File: config.mk
export PLATFORM = sky130hd
export DESIGN_NAME = bias_stage_ctrl
export DESIGN_NICKNAME = d
export VERILOG_FILES = /design/src/rtl/bias_stage_pkg.sv /design/src/rtl/bias_stage_ctrl_regfile.sv /design/src/rtl/bias_stage_ctrl.sv
export SDC_FILE = /design/constraint.sdc
export NUM_CORES = 1
export LEC_CHECK = 0
export BUFFER_PORTS_ARGS = -buffer_cell sky130_fd_sc_hd__buf_2
export CAP_MARGIN = 20
export CORE_MARGIN = 2
export CORE_UTILIZATION = 30
export CTS_BUF_LIST = sky130_fd_sc_hd__clkbuf_4 sky130_fd_sc_hd__clkbuf_8 sky130_fd_sc_hd__clkbuf_16
export CTS_CLUSTER_SIZE = 10
export DETAILED_ROUTE_END_ITERATION = 8
export GPL_TIMING_DRIVEN = 1
export SYNTH_ARGS = -nofsm -noshare
export SYNTH_HDL_FRONTEND = slang
export SYNTH_HIERARCHICAL = 1
export SYNTH_SLANG_ARGS = --single-unit
export TNS_END_PERCENT = 20
File: constraint.sdc
create_clock -name clk -period 11.9 [get_ports clk]
set_input_delay 2.38 -clock clk [delete_from_list [all_inputs] [get_ports clk]]
set_output_delay 2.38 -clock clk [all_outputs]
set_load 0.01 [all_outputs]
File: src/rtl/bias_stage_pkg.sv
// Shared constants, FSM state type and the bias-add helper for the bias stage.
package bias_stage_pkg;

   localparam int ACC_W = 34;
   localparam int OUT_W = ACC_W + 1;
   localparam int N_CH  = 4;
   localparam int CH_W  = 2;
   localparam int LEN_W = 16;

   typedef enum logic [1:0] {
      IDLE  = 2'd0,
      RUN   = 2'd1,
      DRAIN = 2'd2,
      DONE  = 2'd3
   } state_t;

   // Zero-extend both operands so the carry lands in the extra output bit.
   function automatic logic [OUT_W-1:0] bias_add(input logic [ACC_W-1:0] acc,
                                                  input logic [ACC_W-1:0] bias);
      return {1'b0, acc} + {1'b0, bias};
   endfunction

endpackage

File: src/rtl/bias_stage_ctrl_regfile.sv
// Four-entry per-channel bias register file; writes are locked out while a frame runs.
module bias_regfile
   import bias_stage_pkg::*;
(
   input  logic             clk,
   input  logic             rst_n,
   input  logic             we,
   input  logic [CH_W-1:0]  addr,
   input  logic [ACC_W-1:0] data,
   input  logic             busy,
   input  logic [CH_W-1:0]  rd_addr,
   output logic [ACC_W-1:0] rd_data
);

   logic [ACC_W-1:0] regs [N_CH];

   always_ff @(posedge clk or negedge rst_n) begin
      if (!rst_n) begin
         for (int i = 0; i < N_CH; i++) begin
            regs[i] <= '0;
         end
      end else if (we && !busy) begin
         regs[addr] <= data;
      end
   end

   assign rd_data = regs[rd_addr];

endmodule

File: src/rtl/bias_stage_ctrl.sv
// Bias-add stage sequencer: per-frame FSM, channel/pixel counters and registered output.
module bias_stage_ctrl
   import bias_stage_pkg::*;
(
   input  logic             clk,
   input  logic             rst_n,
   input  logic             cfg_we,
   input  logic [CH_W-1:0]  cfg_addr,
   input  logic [ACC_W-1:0] cfg_data,
   input  logic             start,
   input  logic [LEN_W-1:0] frame_len,
   input  logic             in_valid,
   output logic             in_ready,
   input  logic [ACC_W-1:0] in_data,
   output logic             out_valid,
   input  logic             out_ready,
   output logic [OUT_W-1:0] out_data,
   output logic [CH_W-1:0]  out_ch,
   output logic             out_last,
   output logic             busy,
   output logic             done
);

   state_t           state;
   logic [LEN_W-1:0] len_q;
   logic [LEN_W-1:0] pix_cnt;
   logic [CH_W-1:0]  ch_cnt;
   logic [ACC_W-1:0] bias_rd;
   logic             accept;
   logic             out_fire;
   logic             last_beat;

   assign busy      = (state == RUN) || (state == DRAIN);
   assign done      = (state == DONE);
   assign in_ready  = (state == RUN) && (!out_valid || out_ready);
   assign accept    = in_valid && in_ready;
   assign out_fire  = out_valid && out_ready;
   assign last_beat = (ch_cnt == CH_W'(N_CH - 1)) && (pix_cnt == len_q - LEN_W'(1));

   bias_regfile u_regfile (
      .clk     (clk),
      .rst_n   (rst_n),
      .we      (cfg_we),
      .addr    (cfg_addr),
      .data    (cfg_data),
      .busy    (busy),
      .rd_addr (ch_cnt),
      .rd_data (bias_rd)
   );

   always_ff @(posedge clk or negedge rst_n) begin
      if (!rst_n) begin
         state   <= IDLE;
         len_q   <= '0;
         pix_cnt <= '0;
         ch_cnt  <= '0;
      end else begin
         case (state)
            IDLE: begin
               if (start) begin
                  if (frame_len != '0) begin
                     len_q   <= frame_len;
                     pix_cnt <= '0;
                     ch_cnt  <= '0;
                     state   <= RUN;
                  end else begin
                     state <= DONE;
                  end
               end
            end
            RUN: begin
               if (accept) begin
                  ch_cnt <= ch_cnt + CH_W'(1);
                  if (ch_cnt == CH_W'(N_CH - 1)) begin
                     pix_cnt <= pix_cnt + LEN_W'(1);
                  end
                  if (last_beat) begin
                     state <= DRAIN;
                  end
               end
            end
            // Only the final beat can still be pending here.
            DRAIN: begin
               if (out_fire && out_last) begin
                  state <= DONE;
               end
            end
            default: state <= IDLE;
         endcase
      end
   end

   // Output register: reload on accept (even while draining), else clear valid on handshake.
   always_ff @(posedge clk or negedge rst_n) begin
      if (!rst_n) begin
         out_valid <= 1'b0;
         out_data  <= '0;
         out_ch    <= '0;
         out_last  <= 1'b0;
      end else if (accept) begin
         out_valid <= 1'b1;
         out_data  <= bias_add(in_data, bias_rd);
         out_ch    <= ch_cnt;
         out_last  <= last_beat;
      end else if (out_fire) begin
         out_valid <= 1'b0;
         out_last  <= 1'b0;
      end
   end

endmodule
=== After elaboration in Yosys (flattened, before gate mapping) ===
Index checks and enable logic that the tools add are counted.

* Add/subtract/negate cells: 4
* Magnitude comparators: 3
* Equal/unequal tests: 11
* Multiplexer cells: 24
* Bitwise gates (word level): 2
* Reductions and logical operators: 19

{| class="wikitable"
|+ Operator list
! operator !! number
|-
| 136-bit bitwise mux || 1
|-
| 34-bit 2-to-1 mux || 3
|-
| 34-bit binary-select mux with 2-bit select || 1
|-
| 34-bit demux with 2-bit select || 1
|-
| 16-bit 2-to-1 mux || 4
|-
| 34-bit by 34-bit adder with 35-bit output || 1
|-
| 16-bit case mux with 2 select lines || 1
|-
| 16-bit by 1-bit adder with 16-bit output (second input constant) || 1
|-
| 16-bit == test || 1
|-
| 2-bit 2-to-1 mux || 8
|-
| 16-bit nonzero test || 1
|-
| 16-bit by 1-bit subtractor with 16-bit output (second input constant) || 1
|-
| 2-bit != test (second input constant) || 4
|-
| 4-bit AND reduction || 2
|-
| 1-bit logical AND || 7
|-
| 2-bit == test (second input constant) || 3
|-
| 3-bit >= comparator (second input constant) || 2
|-
| 2-bit inverter with 3-bit output || 2
|-
| 2-bit case mux with 3 select lines || 1
|-
| 5-bit AND reduction || 1
|-
| 2-bit by 1-bit != test with 1-bit output (second input constant) || 2
|-
| 2-bit case mux with 2 select lines || 1
|-
| 2-bit nonzero test || 2
|-
| 3-bit by 1-bit < comparator with 1-bit output (second input constant) || 1
|-
| other kinds (7) || 11
|}

* Register bits after elaboration: 211
* Input port bits: 92
* Output and inout port bits: 42
* Logic and storage cells: 75

=== Logic depth before layout (Yosys ltp) ===
* Word-level depth: 6
* Mapped depth: 15
* Gate-level depth less buffers: 13

=== Hierarchy ===
The synthesis kept the hierarchy.

{| class="wikitable"
|+ By module, submodules not included
! module !! instances !! cells an instance !! area each (µm²) !! sequential area each (µm²)
|-
| bias_regfile || 1 || 332 || 5898.2 || 3403.3
|-
| bias_stage_ctrl || 1 || 638 || 5535.3 || 1876.8
|}

=== Worst setup path before layout ===
No wires, ideal clock.

* Path kind: input-to-output
* Start point: in out_ready
* End point: out in_ready
* Arrival: 2.711 ns
* Data required time: 9.520 ns
* Path slack: 6.809 ns
* Cell stages on the path: 2
* Buffers on the path: 0
* Path through: nand2b_1 > and2_1

* Word-level cells in the longest chain between the ends: 2

{| class="wikitable"
|+ RTL lines
! what !! RTL line !! text
|-
| from (decl) || bias_stage_ctrl.sv:16 || <nowiki>input logic out_ready,</nowiki>
|-
| 1-bit logical OR || bias_stage_ctrl.sv:35 || <nowiki>assign in_ready = (state == RUN) && (!out_valid || out_ready);</nowiki>
|-
| 1-bit logical AND || bias_stage_ctrl.sv:35 ||
|-
| to (decl) || bias_stage_ctrl.sv:13 || <nowiki>output logic in_ready,</nowiki>
|}

No other way between the ends.

=== Worst setup path after layout ===
Same ends and word-level chain as after synthesis.

==> results.md <==
- RSZ-0062 raised after global routing: false
- Gp weighted congestion: 0.8388
- Via count: between 8k and 9k
- Hold Path Class: flop to flop
- CTS Buf Count: 27
- Slew HR: 0.2997
- Yosys cell types: 68
- Setup Skew: 0.02523 ns
- Area Growth Syn to Fin: 17.71%
- Reg2reg end: out_data[30]$_DFFE_PN0P_
- Sw frac: 0.2977
- Detailed Route WL: between 30000 and 40000 um
- Final setup TNS: 0 ns
- Clock-pin slew on the worst setup and hold paths: 0.06 ns
- Cells on worst reg2reg path: 12
- Die Footprint: between 0.03 and 0.04 mm^2
- Slew @ Worst Pin: 1.051 ns
- Cell mode on critical path: buf_2
- Final cycle utilization of the critical path: 0.4487
- Hold EP: out_ch[1]$_DFFE_PN0P_
- # Max-Cap Violations: 0
- Syn Area/Cell: between 10 and 15 um^2
- Post-DR wirelength/cell: 18.87 um
- Crit start category: input port
- Net Sw Power: 596.7 uW
- Leak pwr: 6.516 nW
- Combinational fraction of design power: 0.211
- I/O pins: 134
- Hold depth: 2
- Yosys reg bits: 211
- Place WS: 6.426 ns
- Worst vdd ir: 0.0001245 V
- Internal power: about 1.4 mW
- Most common cell after layout, fill and taps aside: dfrtp_1
- Worst path required time: 9.52 ns
- Maximum clock path buffer count: 3
- Synth Flop Type: dfrtp_1
- Clock Tree Root: clkbuf_16
- Final slew viol count: 0
- NumNets Final: around 1.2k
- Final setup margin: 6.560 ns
- Fin. Hold Viols: 0
- Crit path max-delay family: simple AND/OR/NAND/NOR gates
- Post_cts resized: 0
- Setup violations, final: 0
- Hold_sp: out_ch[1]$_DFFE_PN0P_
- Post-CTS Setup Bufs: 0
- 1st-iter DRT viols: 367
- CTS H-tree lvls: 1
- Via density: 5.039
- Die X-Extent: 199.2 um
- Antenna Nets Post-Route: 0
- Vias in the first global route: slightly above 8k
- Post-synth ARST share: 1.000
- Kind of critical path: input port to output pin
- Max Fclk: 0.1873 GHz
- DRT Pass-1 Iters: 5
- Tot Pwr: 2.005 mW
- Commonest non-fill, non-tap cells in the layout: 209 x dfrtp_1, 151 x mux2_2, 132 x buf_2
- Tmin final: 5.340 ns
- EDFF count, synth: 0
- Worst r2r src: ch_cnt[1]$_DFFE_PN0P_
- Reg power frac: 0.404
- Synth Instances: 970
- Cells along the critical path: buf_2 > nand2b_1 > and2_1 > buf_2
- Worst Path Buf+Inv: 2
- Slowest CP cell: and2_1
- Starting density of the core: 0.3043
- Die height: 199.2 um
- Syn. warnings: 6
- Antenna diodes: 0
- Grt ovf: 0
- P per Cell Area: 149.0 mW/mm^2
- IO Port Bufs: 133
- Non-Filler Instances: roughly 1.6k
- First-pass GRT wire length: 47490 um
- Placeable Area: 0.03758 mm^2
- Critical Path AT: 2.96 ns
- Share of total power in the clock network: 0.385
- Row cnt: 71
- GRT Total Usage: 0.1550
- Drc violations: 0
- Placed wire-length estimate: around 21000 um
- Critical Path End Type: output pin
- Register area share after synthesis: 0.4618
- Hold_buf cts: 0
- Placed cell count: between 1.5k and 2k
- Clk_lat worst skew: 0.56 ns
- R2r setup slk: 7.67 ns
- Crit-path max FO: 3
- # clock sinks: about 210
- Share of cells above drive strength 1: 0.3544
- Status: finished, final reports clean
- Post-Syn Area: 0.01143 mm^2
- Synth Net Count: 1104
- Largest net degree at the start of global routing: 75
- Final hold slack: 0.4650 ns
- Initial antenna violation count: 4
- Slowest stage delay, CP: about 0.18 ns
- CTS tree: built
[per-stage QoR]
stage,cell area [um^2],util
2_1_floorplan,11430,-
3_3_place_gp,12620,0.3359
3_5_place_dp,12620,0.3359
4_1_cts,13460,0.3581
5_1_grt,13460,0.3581
6_report,13460,0.3581
[registers in the layout, indices dropped and copies added (netlist names)]
| signal | flops |
|---|---|
| pix_cnt | 16 |
| u_regfile/regs | 136 |
| state | 2 |
| out_last | 1 |
| out_ch | 2 |
| len_q | 16 |
| out_data | 35 |
| ch_cnt | 2 |
| out_valid | 1 |
[cell type report]
type,instances,area (um^2)
Clock buffer,38,795.8
Clock inverter,4,38.79
Fill cell,3766,24120
Inverter,21,78.83
Multi-Input combinational cell,689,5873
Sequential cell,211,5283
Tap cell,511,639.4
Timing Repair Buffer,143,749.5
[kinds of logic (layout without fill, tap and decap cells)]
group / Yosys count / after routing / synth area share
flip-flops: 211 / 211 / 0.4618
multiplexers: 192 / 192 / 0.2225
XOR/XNOR: 47 / 47 / 0.03600
buffers and inverters: 70 / 206 / 0.02812
AO/OA/AOI/OAI: 172 / 172 / 0.09641
AND/OR/NAND/NOR: 236 / 236 / 0.1086
adder cells (fa/ha/maj): 42 / 42 / 0.04662
[layer usage]
metal	vias to the layer above	part of all wire	track usage	routed length [um]
met5	-	0.00098	0	30
met2	174	0.48	0.2595	14620
met3	43	0.052	0.03527	1588
li1	3809	-	-	-
met4	4	0.016	0.02985	481
met1	4118	0.45	0.2061	13800
[cell usage after synthesis (5+ instances only)]
cell type	instances	area (um^2)
nor2_1	34	127.6
clkbuf_1	28	105.1
nor3_1	14	70.07
nor2b_1	8	50.05
a21oi_1	36	180.2
o31ai_1	6	45.04
nand4_1	12	75.07
a211oi_1	5	37.54
a31oi_1	9	56.30
nor4_1	8	50.05
ha_1	41	513.0
a22o_1	5	43.79
buf_2	11	55.05
o21a_1	8	60.06
nand3_1	28	140.1
inv_1	21	78.83
nand2b_1	8	50.05
a21boi_0	5	37.54
and3_1	8	50.05
mux2_2	151	1700
xnor2_1	23	201.4
and2_1	5	31.28
a21o_1	17	127.6
o21bai_1	7	52.55
mux4_2	34	765.7
nand2_1	81	304.0
o21ai_0	47	235.2
buf_4	6	45.04
o211ai_1	7	52.55
dfrtp_1	211	5280
xor2_1	24	210.2
[power groups by stage]
stage | logic (mW) | registers [mW] | clock network, mW
floorplan | 0.253 | 0.828 | 0
global route | 0.472 | 0.817 | 0.824
detailed placement | 0.428 | 0.823 | 0
finish | 0.424 | 0.810 | 0.771
global placement | 0.425 | 0.821 | 0
CTS | 0.430 | 0.811 | 0.799
[worst max-delay path by stage]
stage / cells past startpoint / slack [ns] / start / to
final: 4 / 6.56 / out_ready / in_ready
after global routing: 4 / 6.52 / out_ready / in_ready
after CTS: 4 / 6.56 / out_ready / in_ready
after detailed placement: 10 / 6.43 / out_ready / state[1]$_DFFE_PN0P_
after global placement: 10 / 6.45 / out_ready / state[1]$_DFFE_PN0P_
after floorplan: 2 / 6.81 / out_ready / in_ready
[worst min-delay path, delay by kind of cell, from the launching register on]
kind          cells  cell delay, ns
flops             1            0.33
simple gates      2            0.10
Note: power is estimated with default switching activity, not from simulation.
